$ cat src/rtl/fetch_unit.sv
// Instruction fetch stage: owns the PC, issues credit-limited word reads to imem,
// tags them in order and buffers returned words toward decode; redirects flush.
module fetch_unit #(
   parameter logic [31:0] RESET_PC   = 32'h0000_0000,
   parameter int unsigned FIFO_DEPTH = 2,
   parameter int unsigned MAX_OUTST  = 2
) (
   input  logic        clk,
   input  logic        rst,
   input  logic        fetch_en,
   output logic        imem_req_valid,
   input  logic        imem_req_ready,
   output logic [31:0] imem_req_addr,
   input  logic        imem_rsp_valid,
   input  logic [31:0] imem_rsp_data,
   input  logic        redirect_valid,
   input  logic [31:0] redirect_pc,
   output logic        id_valid,
   input  logic        id_ready,
   output logic [31:0] instr,
   output logic [31:0] id_pc
);
   localparam int unsigned PTR_W = (FIFO_DEPTH > 1) ? $clog2(FIFO_DEPTH) : 1;
   localparam int unsigned CNT_W = $clog2(FIFO_DEPTH + 1);
   localparam int unsigned TAG_W = (MAX_OUTST > 1) ? $clog2(MAX_OUTST) : 1;
   localparam int unsigned OST_W = $clog2(MAX_OUTST + 1);
   localparam int unsigned SUM_W = CNT_W + OST_W;

   localparam logic STATE_BOOT = 1'b0;
   localparam logic STATE_RUN  = 1'b1;

   logic              state_q, state_d;
   logic [31:0]       pc_q, pc_d;
   logic [CNT_W-1:0]  count_q, count_d;
   logic [OST_W-1:0]  outst_q, outst_d;
   logic [OST_W-1:0]  drop_q, drop_d;
   logic [PTR_W-1:0]  wr_ptr_q, wr_ptr_d;
   logic [PTR_W-1:0]  rd_ptr_q, rd_ptr_d;
   logic [TAG_W-1:0]  tag_wr_ptr_q, tag_wr_ptr_d;
   logic [TAG_W-1:0]  tag_rd_ptr_q, tag_rd_ptr_d;
   logic [31:0]       last_instr_q, last_instr_d;
   logic [31:0]       last_pc_q, last_pc_d;

   logic [31:0]       fifo_instr_q [FIFO_DEPTH];
   logic [31:0]       fifo_pc_q    [FIFO_DEPTH];
   logic [31:0]       tag_q        [MAX_OUTST];

   logic              run_c;
   logic              req_fire_c;
   logic              rsp_drop_c;
   logic              push_c;
   logic              pop_c;
   logic              unused_pc_lsb;

   assign unused_pc_lsb = ^redirect_pc[1:0];

   // Next-state, handshake and output logic
   always_comb begin
      state_d      = state_q;
      pc_d         = pc_q;
      count_d      = count_q;
      drop_d       = drop_q;
      wr_ptr_d     = wr_ptr_q;
      rd_ptr_d     = rd_ptr_q;
      tag_wr_ptr_d = tag_wr_ptr_q;
      tag_rd_ptr_d = tag_rd_ptr_q;

      case (state_q)
         STATE_BOOT: state_d = STATE_RUN;
         default:    state_d = STATE_RUN;
      endcase

      run_c = (state_q == STATE_RUN);
      // Credit rule: every outstanding request already owns a buffer slot
      imem_req_valid = run_c && fetch_en && !redirect_valid
                    && (outst_q < OST_W'(MAX_OUTST))
                    && ((SUM_W'(outst_q) + SUM_W'(count_q)) < SUM_W'(FIFO_DEPTH));
      imem_req_addr  = pc_q;
      req_fire_c     = imem_req_valid && imem_req_ready;

      id_valid = (count_q != '0);
      instr    = id_valid ? fifo_instr_q[rd_ptr_q] : last_instr_q;
      id_pc    = id_valid ? fifo_pc_q[rd_ptr_q]    : last_pc_q;
      last_instr_d = instr;
      last_pc_d    = id_pc;

      rsp_drop_c = imem_rsp_valid && (drop_q != '0);
      push_c     = imem_rsp_valid && !rsp_drop_c && !redirect_valid;
      pop_c      = id_valid && id_ready && !redirect_valid;

      outst_d = outst_q + OST_W'(req_fire_c) - OST_W'(imem_rsp_valid);

      if (req_fire_c) begin
         tag_wr_ptr_d = (tag_wr_ptr_q == TAG_W'(MAX_OUTST - 1)) ? '0 : tag_wr_ptr_q + TAG_W'(1);
      end
      if (imem_rsp_valid) begin
         tag_rd_ptr_d = (tag_rd_ptr_q == TAG_W'(MAX_OUTST - 1)) ? '0 : tag_rd_ptr_q + TAG_W'(1);
      end

      if (redirect_valid) begin
         pc_d     = {redirect_pc[31:2], 2'b00};
         count_d  = '0;
         wr_ptr_d = '0;
         rd_ptr_d = '0;
         // Every request still in flight belongs to the abandoned path
         drop_d   = outst_d;
      end else begin
         if (req_fire_c) pc_d = pc_q + 32'd4;
         if (rsp_drop_c) drop_d = drop_q - OST_W'(1);
         if (push_c) wr_ptr_d = wr_ptr_q + PTR_W'(1);
         if (pop_c) rd_ptr_d = rd_ptr_q + PTR_W'(1);
         count_d = count_q + CNT_W'(push_c) - CNT_W'(pop_c);
      end
   end

   always_ff @(posedge clk or posedge rst) begin
      if (rst) begin
         state_q      <= STATE_BOOT;
         pc_q         <= RESET_PC;
         count_q      <= '0;
         outst_q      <= '0;
         drop_q       <= '0;
         wr_ptr_q     <= '0;
         rd_ptr_q     <= '0;
         tag_wr_ptr_q <= '0;
         tag_rd_ptr_q <= '0;
         last_instr_q <= '0;
         last_pc_q    <= '0;
      end else begin
         state_q      <= state_d;
         pc_q         <= pc_d;
         count_q      <= count_d;
         outst_q      <= outst_d;
         drop_q       <= drop_d;
         wr_ptr_q     <= wr_ptr_d;
         rd_ptr_q     <= rd_ptr_d;
         tag_wr_ptr_q <= tag_wr_ptr_d;
         tag_rd_ptr_q <= tag_rd_ptr_d;
         last_instr_q <= last_instr_d;
         last_pc_q    <= last_pc_d;
      end
   end

   // Buffer and request-tag storage
   always_ff @(posedge clk or posedge rst) begin
      if (rst) begin
         for (int unsigned i = 0; i < FIFO_DEPTH; i++) begin
            fifo_instr_q[i] <= '0;
            fifo_pc_q[i]    <= '0;
         end
         for (int unsigned i = 0; i < MAX_OUTST; i++) begin
            tag_q[i] <= '0;
         end
      end else begin
         if (push_c) begin
            fifo_instr_q[wr_ptr_q] <= imem_rsp_data;
            fifo_pc_q[wr_ptr_q]    <= tag_q[tag_rd_ptr_q];
         end
         if (req_fire_c) begin
            tag_q[tag_wr_ptr_q] <= pc_q;
         end
      end
   end

   a_rsp_without_req: assert property (@(posedge clk) disable iff (rst)
      imem_rsp_valid |-> (outst_q != '0));

endmodule

$ cat config.mk
export PLATFORM = sky130hd
export DESIGN_NAME = fetch_unit
export DESIGN_NICKNAME = d
export VERILOG_FILES = /design/src/rtl/fetch_unit.sv
export SDC_FILE = /design/constraint.sdc
export NUM_CORES = 1
export LEC_CHECK = 0
export BUFFER_PORTS_ARGS = -buffer_cell sky130_fd_sc_hd__buf_2
export CAP_MARGIN = 20
export CORE_MARGIN = 5
export CORE_UTILIZATION = 35
export DETAILED_ROUTE_END_ITERATION = 10
export SETUP_SLACK_MARGIN = 0.15
export SYNTH_ARGS = -nofsm -noshare
export SYNTH_HDL_FRONTEND = slang
export SYNTH_SLANG_ARGS = --single-unit
$ cat constraint.sdc
create_clock -name clk -period 16.4 [get_ports clk]
set_input_delay 4.92 -clock clk [delete_from_list [all_inputs] [get_ports clk]]
set_output_delay 4.92 -clock clk [all_outputs]
set_load 0.1 [all_outputs]
==> impl_metrics.env <==
export IMPL_max_slew_worst_pin_slew_ns=1.02
export IMPL_rows=68
export IMPL_htreeDepth=2
export IMPL_synth_cells=1049
export IMPL_antenna_cells=0
export IMPL_via_per_inst=4.94
export IMPL_yosysSeqAreaShare=0.591
export IMPL_final_min_clock_period_ns=11.15
export IMPL_clockRootBuffer="clkbuf_16"
export IMPL_syn_area_sq_um=12200
export IMPL_antenna_found_initial=1
export IMPL_via_count=8293
export IMPL_ys_ff_latch=289
export IMPL_synth_edf_count=0
export IMPL_gr_usage_all_layers=0.148
export IMPL_cts_resized=0
export IMPL_ctsHoldBuffers=0
export IMPL_clk_pin_slew_ns=0.05
export IMPL_critical_path_max_fanout=46
export IMPL_port_buffers=164
export IMPL_setup_tns_ns=0
export IMPL_post_route_drc_count=0
export IMPL_hp_class="reg2reg"
export IMPL_min_to="fifo_pc_q[20]"
export IMPL_drtIter0Drc=280
export IMPL_first_pass_iters=5
export IMPL_drv_slew=0
export IMPL_syn_avg_cell_area_sq_um=11.7
export IMPL_max_freq_mhz=89.6
export IMPL_grt_pass1_vias=8542
export IMPL_maxSlewHeadroom=0.319
export IMPL_gp_congestion=0.779
export IMPL_rsz0062_at_grt="no"
export IMPL_async_flop_share=1.00
export IMPL_grt_pass1_wl_um=46900
export IMPL_min_path_cells=2
export IMPL_path_class="in2out"
export IMPL_cts_setup_buffers=0
export IMPL_overflow=0
export IMPL_grt_max_degree=104
export IMPL_numCtsBuffers=35
export IMPL_critPathLaunchType="primary input"
export IMPL_fin_nets=1275
export IMPL_coreArea_sq_um=34500
export IMPL_min_from="fifo_pc_q[20]"
export IMPL_insertion_delay_ns=0.51
export IMPL_dp_final_hpwl_um=19000
export IMPL_fin_crit_sh=0.680
export IMPL_cp_slowest_cell="buf_2"
export IMPL_ant_nets=0
export IMPL_finClkSkew_ns=0.0230
export IMPL_drive_gt1_frac=0.297
export IMPL_drv_cap=0
export IMPL_area_growth_syn_to_layout_pct=19.7
export IMPL_die_area_sq_um=38800
export IMPL_wirelength_um=28800
export IMPL_ys_flop_type="dfrtp_1"
export IMPL_regArea_sq_um=7240
export IMPL_hold_viol=0
export IMPL_end_kind="output port"
export IMPL_num_fill_cells=3321
export IMPL_die_x_um=197
export IMPL_avgRoutedWirePerCell_um=17.2
export IMPL_cp_arrival_ns=6.23
export IMPL_num_io_pins=169
export IMPL_status="finished, final reports clean"
export IMPL_r2r_end="drop_q[1]"
export IMPL_start_util=0.354
export IMPL_cp_common_cell="buf_2"
export IMPL_ys_warnings_count=0
export IMPL_cts_tree="built"
export IMPL_cts_sinks=289
export IMPL_cts_buffer_depth=3
export IMPL_r2r_start="count_q[0]"
export IMPL_setup_violations_final=0
export IMPL_crit_path_cell_trace="buf_2 -> buf_4 -> nand4bb_1 -> nor3_1 -> buf_2"
export IMPL_rrSetupSlack_ns=13.21
export IMPL_required_ns=11.48
export IMPL_r2r_cells=12
export IMPL_ys_types=47
export IMPL_cp_slowest_stage_delay_ns=0.45
export IMPL_die_h_um=197
export IMPL_multiInputGateArea_sq_um=4720
-- worst max path at each step --
stage	startpoint	end	slack, ns	depth (start not counted)
6_report	redirect_valid	imem_req_valid	5.25	5
3_3_place_gp	redirect_valid	imem_req_valid	5.24	5
4_1_cts	redirect_valid	imem_req_valid	5.24	5
5_1_grt	redirect_valid	imem_req_valid	5.19	5
2_1_floorplan	rst	count_q[0]	3.50	1
3_5_place_dp	redirect_valid	imem_req_valid	5.24	5
-- critical path: cells and delay by family --
kind	cells	cell delay (ns)
buf+inv	3	0.81
simple gates	2	0.49
-- layer usage --
metal	vias up	part of all wire	GRT usage	routed length [um]
met5	-	0.00024	0	7
met4	2	0.017	0.0347	479
met3	41	0.055	0.0310	1580
met2	208	0.46	0.236	13200
met1	4062	0.47	0.210	13500
li1	3980	-	-	-
-- synth_stat cells (2+ instances only) --
cell type | count | area share
dfrtp_1 | 289 | 0.59
xor2_1 | 6 | 0.0043
nor2b_1 | 2 | 0.0010
a32oi_1 | 3 | 0.0021
mux2_2 | 119 | 0.11
a21oi_1 | 34 | 0.014
o21ai_0 | 115 | 0.047
a31o_2 | 2 | 0.0014
nand2_1 | 137 | 0.042
nand3_1 | 20 | 0.0082
a41oi_1 | 4 | 0.0029
nand4_1 | 14 | 0.0072
a22oi_1 | 2 | 0.0012
conb_1 | 2 | 0.00061
inv_1 | 11 | 0.0034
nor3_1 | 6 | 0.0025
buf_1 | 12 | 0.0037
o311ai_0 | 7 | 0.0050
a31oi_1 | 2 | 0.0010
and2_1 | 9 | 0.0046
o211ai_1 | 10 | 0.0061
nor2_1 | 56 | 0.017
clkbuf_1 | 40 | 0.012
buf_2 | 13 | 0.0053
ha_1 | 6 | 0.0061
xnor2_1 | 5 | 0.0036
buf_4 | 2 | 0.0012
and3_1 | 5 | 0.0026
a21o_1 | 3 | 0.0018
mux2_1 | 2 | 0.0018
or4_1 | 2 | 0.0012
mux2i_1 | 94 | 0.077
-- final cells by class --
type / instances / area share
sequential: 289 / 0.494
multi-input combinational: 682 / 0.322
clock buffer: 49 / 0.0689
timing repair buffer: 177 / 0.0629
tap: 455 / 0.0388
clock inverter: 14 / 0.0101
inverter: 12 / 0.00359
-- cells in the final DEF, fill, tap and decap left out, types with 3 or more instances in the layout --
cell and count:
inv_1 10, nand4_1 14, nor3_1 6, nand2_1 136, buf_2 164, and2_1 9
mux2_2 119, a32oi_1 3, clkbuf_16 36, nand3_1 20, conb_1 3, a21oi_1 34
o21ai_0 115, nor2_1 53, xnor2_1 5, clkbuf_1 7, a41oi_1 4, mux2i_1 94
ha_1 6, dfrtp_1 288, and3_1 5, a21o_1 3, o211ai_1 10, clkinv_2 7
xor2_1 6, clkbuf_8 6, buf_4 12, o311ai_0 7
-- flip-flops by register name, summed over array words and instances (netlist names), 2 cells and up --
name,flops
last_instr_q,32
count_q,2
last_pc_q,32
outst_q,2
drop_q,2
imem_req_addr,30
tag_q,60
fifo_instr_q,64
fifo_pc_q,60
-- through the flow --
stage	worst slack (ns)	instance area (sq um)	util	instances	hold slack, ns
6_report	5.25	14700	0.424	1678	0.478
3_3_place_gp	5.24	13500	0.390	1614	0.453
4_1_cts	5.24	14600	0.424	1677	0.483
5_1_grt	5.19	14700	0.424	1678	0.489
3_5_place_dp	5.24	13500	0.390	1614	0.462
2_1_floorplan	3.50	12200	-	1050	0.450
-- kinds of logic after synthesis --
| kind of cell | synth area share |
|---|---|
| AOI/OAI and AO/OA | 0.0858 |
| buffers and inverters | 0.0262 |
| muxes | 0.188 |
| DFF | 0.591 |
| xor gates and xnor gates | 0.00787 |
| other | 0.000613 |
| adders and majority gates | 0.00777 |
| and+or+nand+nor | 0.0931 |
Power is left out: the tool's default activity adds up to more than one toggle a clock period on the data nets, which glitch-free logic cannot reach.
